--- config.mk ---
export PLATFORM = sky130hd
export DESIGN_NAME = hilo_unit
export DESIGN_NICKNAME = d
export VERILOG_FILES = /design/src/rtl/hilo_unit.sv
export SDC_FILE = /design/constraint.sdc
export NUM_CORES = 1
export LEC_CHECK = 0
export CORE_ASPECT_RATIO = 1.5
export CORE_MARGIN = 4
export CORE_UTILIZATION = 30
export CTS_BUF_LIST = sky130_fd_sc_hd__clkbuf_8
export CTS_CLUSTER_SIZE = 28
export DETAILED_ROUTE_END_ITERATION = 6
export HOLD_SLACK_MARGIN = 0.1
export PLACE_DENSITY = 0.67
export SLEW_MARGIN = 20
export SYNTH_ARGS = -nofsm -noshare
export SYNTH_HDL_FRONTEND = slang
export SYNTH_SLANG_ARGS = --single-unit
--- constraint.sdc ---
create_clock -name clock -period 1.8 [get_ports clock]
set_clock_uncertainty 0.2 [all_clocks]
set_input_delay 0.54 -clock clock [delete_from_list [all_inputs] [get_ports clock]]
set_output_delay 0.54 -clock clock [all_outputs]
set_load 0.05 [all_outputs]
--- src/rtl/hilo_unit.sv ---
// -----------------------------------------------------------------------------
// hilo_unit
//
// Sits between the multicycle divider and the register-file write-back path.
// It turns a divide request into a one-cycle divider start pulse, waits for
// the divider to finish, and commits the remainder/quotient into the
// architectural HI/LO registers. It also handles MTHI/MTLO writes and
// MFHI/MFLO reads, divide-by-zero exceptions, a completion timeout, and the
// busy/stall interlock for the control unit.
//
// Ports
//   clock, reset            : rising-edge clock, asynchronous active-low reset
//   div_req                 : one-cycle divide request
//   div_end_i               : divider done flag (sticky until the next start)
//   div_zero_i              : divider divide-by-zero flag (combinational)
//   div_hi_i / div_lo_i     : divider remainder / quotient
//   mthi_we / mtlo_we, wdata: HI/LO move-to writes
//   rd_req, rd_sel          : HI/LO read request, select (0 = HI, 1 = LO)
//   div_start_o             : one-cycle start pulse to the divider
//   rdata, hi_o, lo_o       : selected register, architectural HI and LO
//   busy, stall             : operation in flight / control unit must hold
//   done_o                  : one-cycle pulse after a commit
//   div_zero_exc, timeout_o : one-cycle registered exception/abort pulses
// -----------------------------------------------------------------------------
module hilo_unit #(
  parameter int WIDTH   = 32,
  parameter int TIMEOUT = 64
) (
  input  logic             clock,
  input  logic             reset,
  input  logic             div_req,
  input  logic             div_end_i,
  input  logic             div_zero_i,
  input  logic [WIDTH-1:0] div_hi_i,
  input  logic [WIDTH-1:0] div_lo_i,
  input  logic             mthi_we,
  input  logic             mtlo_we,
  input  logic [WIDTH-1:0] wdata,
  input  logic             rd_req,
  input  logic             rd_sel,
  output logic             div_start_o,
  output logic [WIDTH-1:0] rdata,
  output logic [WIDTH-1:0] hi_o,
  output logic [WIDTH-1:0] lo_o,
  output logic             busy,
  output logic             stall,
  output logic             done_o,
  output logic             div_zero_exc,
  output logic             timeout_o
);

  localparam int            CW       = (TIMEOUT > 1) ? $clog2(TIMEOUT) : 1;
  localparam logic [CW-1:0] CNT_LAST = CW'(TIMEOUT - 1);

  typedef enum logic [1:0] {
    S_IDLE   = 2'd0,
    S_LAUNCH = 2'd1,
    S_WAIT   = 2'd2
  } state_t;

  state_t           r_state;
  state_t           w_next;
  logic [CW-1:0]    r_cnt;
  logic [WIDTH-1:0] r_hi;
  logic [WIDTH-1:0] r_lo;
  logic             r_done;
  logic             r_zero_exc;
  logic             r_timeout;

  logic             w_commit;
  logic             w_abort;
  logic             w_zero_exc;
  logic             w_idle;

  // ---------------------------------------------------------------------------
  // State register
  // ---------------------------------------------------------------------------
  // NOTE: clocked state uses non-blocking assignments so every register
  // samples pre-edge values regardless of block ordering.
  always_ff @(posedge clock or negedge reset) begin
    if (!reset) begin
      r_state <= S_IDLE;
    end else begin
      r_state <= w_next;
    end
  end

  // ---------------------------------------------------------------------------
  // Next-state and event decode
  // ---------------------------------------------------------------------------
  // NOTE: every signal written here gets a default first, so no path can
  // leave one unassigned and infer a latch.
  always_comb begin
    w_next     = r_state;
    w_commit   = 1'b0;
    w_abort    = 1'b0;
    w_zero_exc = 1'b0;
    unique case (r_state)
      S_IDLE: begin
        if (div_req) begin
          if (div_zero_i) begin
            w_zero_exc = 1'b1;
          end else begin
            w_next = S_LAUNCH;
          end
        end
      end
      // The divider still shows the previous sticky end flag here, so
      // div_end_i is deliberately not looked at in this state.
      S_LAUNCH: begin
        w_next = S_WAIT;
      end
      // A completion on the last allowed cycle takes priority over abort.
      S_WAIT: begin
        if (div_end_i) begin
          w_commit = 1'b1;
          w_next   = S_IDLE;
        end else if (r_cnt == CNT_LAST) begin
          w_abort = 1'b1;
          w_next  = S_IDLE;
        end
      end
      default: begin
        w_next = S_IDLE;
      end
    endcase
  end

  assign w_idle = (r_state == S_IDLE);

  // ---------------------------------------------------------------------------
  // Wait counter, HI/LO registers and registered event pulses
  // ---------------------------------------------------------------------------
  always_ff @(posedge clock or negedge reset) begin
    if (!reset) begin
      r_cnt      <= '0;
      r_hi       <= '0;
      r_lo       <= '0;
      r_done     <= 1'b0;
      r_zero_exc <= 1'b0;
      r_timeout  <= 1'b0;
    end else begin
      r_done     <= w_commit;
      r_zero_exc <= w_zero_exc;
      r_timeout  <= w_abort;

      if (r_state == S_LAUNCH) begin
        r_cnt <= '0;
      end else if (r_state == S_WAIT) begin
        r_cnt <= r_cnt + CW'(1);
      end

      // Moves are only accepted in IDLE; a move issued together with
      // div_req lands now and is later overwritten by the commit.
      if (w_commit) begin
        r_hi <= div_hi_i;
        r_lo <= div_lo_i;
      end else if (w_idle) begin
        if (mthi_we) r_hi <= wdata;
        if (mtlo_we) r_lo <= wdata;
      end
    end
  end

  // ---------------------------------------------------------------------------
  // Outputs
  // ---------------------------------------------------------------------------
  assign div_start_o  = (r_state == S_LAUNCH);
  assign busy         = !w_idle;
  assign stall        = busy & (div_req | rd_req | mthi_we | mtlo_we);
  assign hi_o         = r_hi;
  assign lo_o         = r_lo;
  assign rdata        = rd_sel ? r_lo : r_hi;
  assign done_o       = r_done;
  assign div_zero_exc = r_zero_exc;
  assign timeout_o    = r_timeout;

endmodule

==> results.md <==
* Reg2reg start: r_state[1]
* Post-Syn Instances at 368
* Fin crit share at 1.14
* Flops & latches, synth at 75
* Final hold viol count at 0
* Syn_nets at 477
* Design area at between 0.007 and 0.008 sq mm
* Worst Setup SP: rd_sel
* Clk Latency, worst-skew pair at about 0.35 ns
* Period minus WS final at 2.05 ns
* Die extent in y at 148 um
* Cell Area, Synth at 0.00393 sq mm
* Grt ovf at 0
* Leading cell types in the layout, fill and taps excluded: clkdlybuf4s50_1 (98), buf_12 (78), dfrtp_1 (74)
* Worst setup path category: in2out
* Drt wl/cell at 17.9 um
* First-pass GRT wire length at 21.4 mm
* Area Growth Syn to Fin at 101%
* # diodes at 0
* Antenna Violating Nets Remaining at 0
* DR vias/cell at 4.80
* Top area cells in the synthesized netlist: dfrtp_1 (48%), mux2i_1 (16%), mux2_2 (9.2%)
* Worst hold-check path type: reg2reg
* Reg2Reg Depth at 7
* Area leader, netlist: dfrtp_1
* Setup crit end: rdata[16]
* DRT Pass-1 Iters at 5
* Ys Warns at 0
* FMAX at 0.488 GHz
* Antenna violations before repair at 0
* CTS tree: yes
* Slew Viols, Final at 0
* R2r endpoint: r_state[1]
* Avg Cell Area, Syn at 10.7 sq um
* I/O pin count at 207
* RSZ-0062 raised after global routing: yes
* Placeable Area at 0.0126 sq mm
* GP Congestion at just over 0.8
* Primary FF master, synth: dfrtp_1
* Asr flop ratio synth at 1.00
* Post-Route WL at 13.9 mm
* Root Buffer: clkbuf_8
* Num CTS Buffers at 9
* Most common cell after layout, fill and taps aside: clkdlybuf4s50_1
* Largest net degree at the start of global routing at 76
* Relative slew slack at 0.723
* Full die area at ~0.015 sq mm
* CTS Sinks at 75
* Max-Cap Viols at 0
* Slew of the pin with the lowest slew margin at 0.416 ns
* Fillcell total at 998
* Failing checks: negative setup slack
* Number of synthesized flops with an enable pin at 0
* PortBufs at just over 200
* Clock Path Buffers at 2
* Final #Nets at 723
* HPWL after DPL at 10.3 mm
* Status: finished with violations
* Post-synth top area share at 0.478
* Critical Path RT at between 1 and 1.5 ns
* Clock transition at path regs at 0.07 ns
* Post-synthesis sequential area ratio at 0.478
* Post-synthesis cell type count at 33
* Die width at 101 um
* Peak VDD IR at ~0.0014 V
* Pwr dens at about 2300 mW/mm^2
* Setup TNS at -7.93 ns
* First DRT Iteration DRCs at 82
* Endpoints failing setup at 35
* Initial Util at 0.311
* DRC at 0
* Placed cell area at 0.00718 sq mm
* Setup crit end kind: output port
* Crit-path max FO at 6
* Layout cells sized above 1 at 0.364
* All-layer global routing usage at 0.183
* Vias in the first global route at 3,998
* CP arrival at 1.31 ns
* Setup ws final at -0.248 ns
* Startpoint types: input port
* CTS H-tree lvls at 3
* Row count at 50
* Via count at 3,718
* Flop2flop setup slack at 0.07 ns
* Leakage at 3.73 nW
==> registers in the layout (all words and copies together) (netlist names) <==
signal and flops:
r_cnt 6, timeout_o 1, lo_o 32, done_o 1, div_zero_exc 1, r_state 2
hi_o 32
==> power breakdown <==
part	switching [mW]	internal (mW)
sequential	1.03	2.52
clock	0.630	1.09
combinational	6.50	6.06
==> how the worst min path moves through the flow <==
stage              endpoint  slack [ns]  cells past startpoint     start
2_1_floorplan  div_zero_exc        0.04                      0     reset
3_3_place_gp       r_cnt[0]        0.35                      1  r_cnt[0]
3_5_place_dp       r_cnt[1]        0.35                      2  r_cnt[1]
4_1_cts            r_cnt[1]        0.37                      2  r_cnt[1]
5_1_grt            r_cnt[1]        0.40                      2  r_cnt[1]
6_report           r_cnt[1]        0.37                      2  r_cnt[1]
==> metal layers <==
layer  GRT usage  vias up  routed length (um)  part of all wire
li1            -     1768                   -                 -
met4      0.0685        0                 372             0.027
met2       0.339      133                7800              0.56
met3      0.0474       23                 802             0.058
met1       0.195     1794                4880              0.35
met5           0        -                   0                 0
==> area by class of cell <==
type	instances	area, sq um	share of cell area
repair buffers	261	3500	0.443
clock inverters	5	125	0.0158
multi-input cells	261	2050	0.259
clock buffers	10	138	0.0174
flip-flops and latches	75	1880	0.237
inverters	6	25.0	0.00316
well taps	156	195	0.0247
==> through the flow <==
| step | hold WS (ns) | power, mW | setup slack [ns] | std cells | utilization |
|---|---|---|---|---|---|
| finish | 0.373 | 17.8 | -0.248 | 774 | 0.626 |
| global route | 0.402 | 18.6 | -0.305 | 774 | 0.626 |
| CTS | 0.369 | 17.7 | -0.255 | 768 | 0.615 |
| detailed placement | 0.354 | 15.4 | -0.547 | 748 | 0.568 |
| global placement | 0.350 | 15.2 | -0.528 | 748 | 0.568 |
| floorplan | 0.0444 | 9.73 | -0.139 | 368 | - |
==> cell families after synthesis <==
logic type                 count (synthesis)  synth area share
DFF                                       75             0.478
adders and majority gates                  4            0.0127
muxes                                     99             0.264
AOI/OAI and AO/OA                         73            0.0987
and+or+nand+nor                           83            0.0911
xor gates and xnor gates                   2           0.00446
buffers and inverters                     32            0.0510
==> Yosys cell counts (4+ instances only) <==
master	n
mux2i_1	64
mux2_2	32
nand2_1	66
o21ai_0	42
buf_2	10
o21ai_1	23
ha_1	4
buf_6	7
nor2_1	4
dfrtp_1	75
inv_1	6
==> worst max-delay path, cell delays in order <==
cell and delay (ns):
buf_16 0.14, buf_12 0.14, mux2_4 0.32, buf_6 0.16
==> repair_timing <==
action | in CTS | in global routing
endpoints found under the hold margin | 75 | 0
hold buffers | 1 | 0
cloned | 4 | 1
setup endpoints to repair | 37 | 52
gates resized for setup | 63 | 23
buffers inserted | 0 | 13
pin swaps | 3 | 3
(Power assumes the default switching activity.)
==> RTL change: new RTL, same flow settings <==
The parameter `TIMEOUT` goes from 64 to 32.
--- a/src/rtl/hilo_unit.sv
+++ b/src/rtl/hilo_unit.sv
@@ -25,5 +25,5 @@
 module hilo_unit #(
   parameter int WIDTH   = 32,
-  parameter int TIMEOUT = 64
+  parameter int TIMEOUT = 32
 ) (
   input  logic             clock,
Formal check against the unedited RTL: no difference found for any inputs over 4 cycles, from zero or initial values and one cycle with reset low; that may be too few to reach the edited logic, so the function may still have changed.
==> RTL change against the original RTL <==
- the run still ends with setup timing left
- cell area increased by 5.8%
- worst hold slack got worse by 0.021 ns
- critical path depth unchanged
- sequential cell count down 1
- wire length increased by 15%
- area after synthesis fell by 0.22%
- setup slack gained 0.0022 ns
- total power increased by 3.8%
==> RTL change: results (changes against the original RTL) <==
Port Buf Inserts=206 (unchanged); 1st-pass router iterations=4 (-1); Hold Path Sink=hi_o[22]$_DFFE_PN0P_; Crit Path Max Fanout=8 (+2); first-pass GRT wire length=23,020 um (+7.5%); Min Hold Slack=0.3515 ns (-0.02145 ns); Hold Path Origin=hi_o[22]$_DFFE_PN0P_; setup violators final=75 (+110%); DRT Wirelength=16,000 um (+15%); Syn Nets=511 (+7.1%); r2r endpoint=lo_o[4]$_DFFE_PN0P_; Worst Max-Slew Pin Slew=0.3318 ns (-0.08398 ns); largest net degree at the start of global routing=39 (-49%); initial drt markers=102 (+24%); R2R Setup Slk=-0.20 ns (-0.27 ns); setup TNS=-12.41 ns (-4.482 ns); post-synthesis area per instance=9.776 sq um (-8.4%); Inst Count DP=757 (+1.2%); setup ws final=-0.2457 ns (+0.002179 ns); initial antenna violation count=0 (unchanged); r2r worst-path depth=11 (+4); Reg-to-Reg Start=r_state[0]$_DFFE_PN0P_; met2 WL=9102 um (+17%); clock slew at reported path FFs=0.07 ns (about the same); top post-synthesis cells by area=dfrtp_1, mux2_2, a21oi_1; GR Util All Layers=20.04% (+1.7 points); Worst EP arrival=1.31 ns (about the same); unique cell type count in the Yosys netlist=32 (-3.0%); DP Area=6979 sq um (-2.8%); run status=complete, but fails checks; Final Wtd Congestion=0.7934 (-2.2%); CP max-delay cell=mux2_4; LEAKAGE=3.734 nW (+0.14%); Peak VDD IR=1223 uV (-13%); Fillers=939 (-5.9%); vias in the first global route=4,266 (+6.7%); Seq/Total Area, Yosys=47.24% (-0.53 points); failing checks=setup timing; share of cells above drive strength 1=50.77% (+14 points); met1 WL=5343 um (+9.5%); routed vias=4,087 (+9.9%); hold-critical path depth=2 (unchanged)
==> RTL change: cell count changes in the layout (fill, tap and decap cells not counted), sizes merged, moves of 3 or more <==
| cell | unedited run | this run |
|---|---|---|
| buf | 157 | 162 |
| clkbuf | 11 | 16 |
| inv | 6 | 9 |
| a21boi | 0 | 32 |
| a21oi | 4 | 65 |
| nand2 | 68 | 65 |
| mux2i | 64 | 1 |
==> RTL change: layout make-up <==
type | count | area (sq um) | share of cell area (%)
Clock buffer | 10 | 137.6 | 1.644
Clock inverter | 6 | 106.4 | 1.270
Inverter | 7 | 28.78 | 0.3436
Multi-Input combinational cell | 287 | 2325 | 27.76
Sequential cell | 74 | 1868 | 22.31
Tap cell | 156 | 195.2 | 2.331
Timing Repair Buffer | 268 | 3714 | 44.34
==> RTL change: cell families (layout without fill, tap and decap cells) <==
group	Yosys count	in the layout	synth area share (%)
AOI/OAI and AO/OA	168	168	25.34
adders and majority gates	5	5	1.596
buffers and inverters	40	291	7.022
DFF	74	74	47.24
muxes	36	36	10.31
and+or+nand+nor	78	78	8.490
==> RTL change: how the worst max path moves through the flow <==
| stage | from | slack, ns | to |
|---|---|---|---|
| 5_1_grt | r_state[0]$_DFFE_PN0P_ | -0.27 | lo_o[4]$_DFFE_PN0P_ |
| 3_3_place_gp | div_req | -0.49 | stall |
| 3_5_place_dp | div_req | -0.51 | stall |
| 4_1_cts | rd_sel | -0.25 | rdata[12] |
| 2_1_floorplan | rd_sel | -0.14 | rdata[10] |
| 6_report | rd_sel | -0.25 | rdata[12] |
==> RTL change: where the power goes <==
| group | internal (W) | total [W] | switching (W) | leakage [nW] |
|---|---|---|---|---|
| registers | 0.00247 | 0.00364 | 0.00117 | 0.904 |
| clock network | 0.000952 | 0.00157 | 0.000622 | 0.129 |
| logic | 0.00636 | 0.0133 | 0.00693 | 2.70 |
| total | 0.00979 | 0.0185 | 0.00872 | 3.73 |
==> RTL change: routing by layer <==
| layer | global-route usage (%) | vias to the layer above |
|---|---|---|
| li1 | - | 1902 |
| met1 | 21.05 | 1993 |
| met2 | 37.45 | 158 |
| met3 | 4.863 | 34 |
| met4 | 7.651 | 0 |
| met5 | 0 | - |
==> RTL change: what timing repair did <==
item                                    4_1_cts  5_1_grt
pin swaps                                    15       25
gates cloned                                  9        5
endpoints found under the hold margin        20        0
buffers inserted                             16        7
hold buffers                                  1        0
gates resized for setup                      94      132
endpoints found under the setup margin       51      101
==> RTL change: per-stage QoR <==
stage / util [%] / worst slack (ns)
final: 66.27 / -0.2457
after floorplan: - / -0.1390
after CTS: 62.66 / -0.2537
after global routing: 66.27 / -0.2704
after global placement: 55.23 / -0.4945
after detailed placement: 55.23 / -0.5082
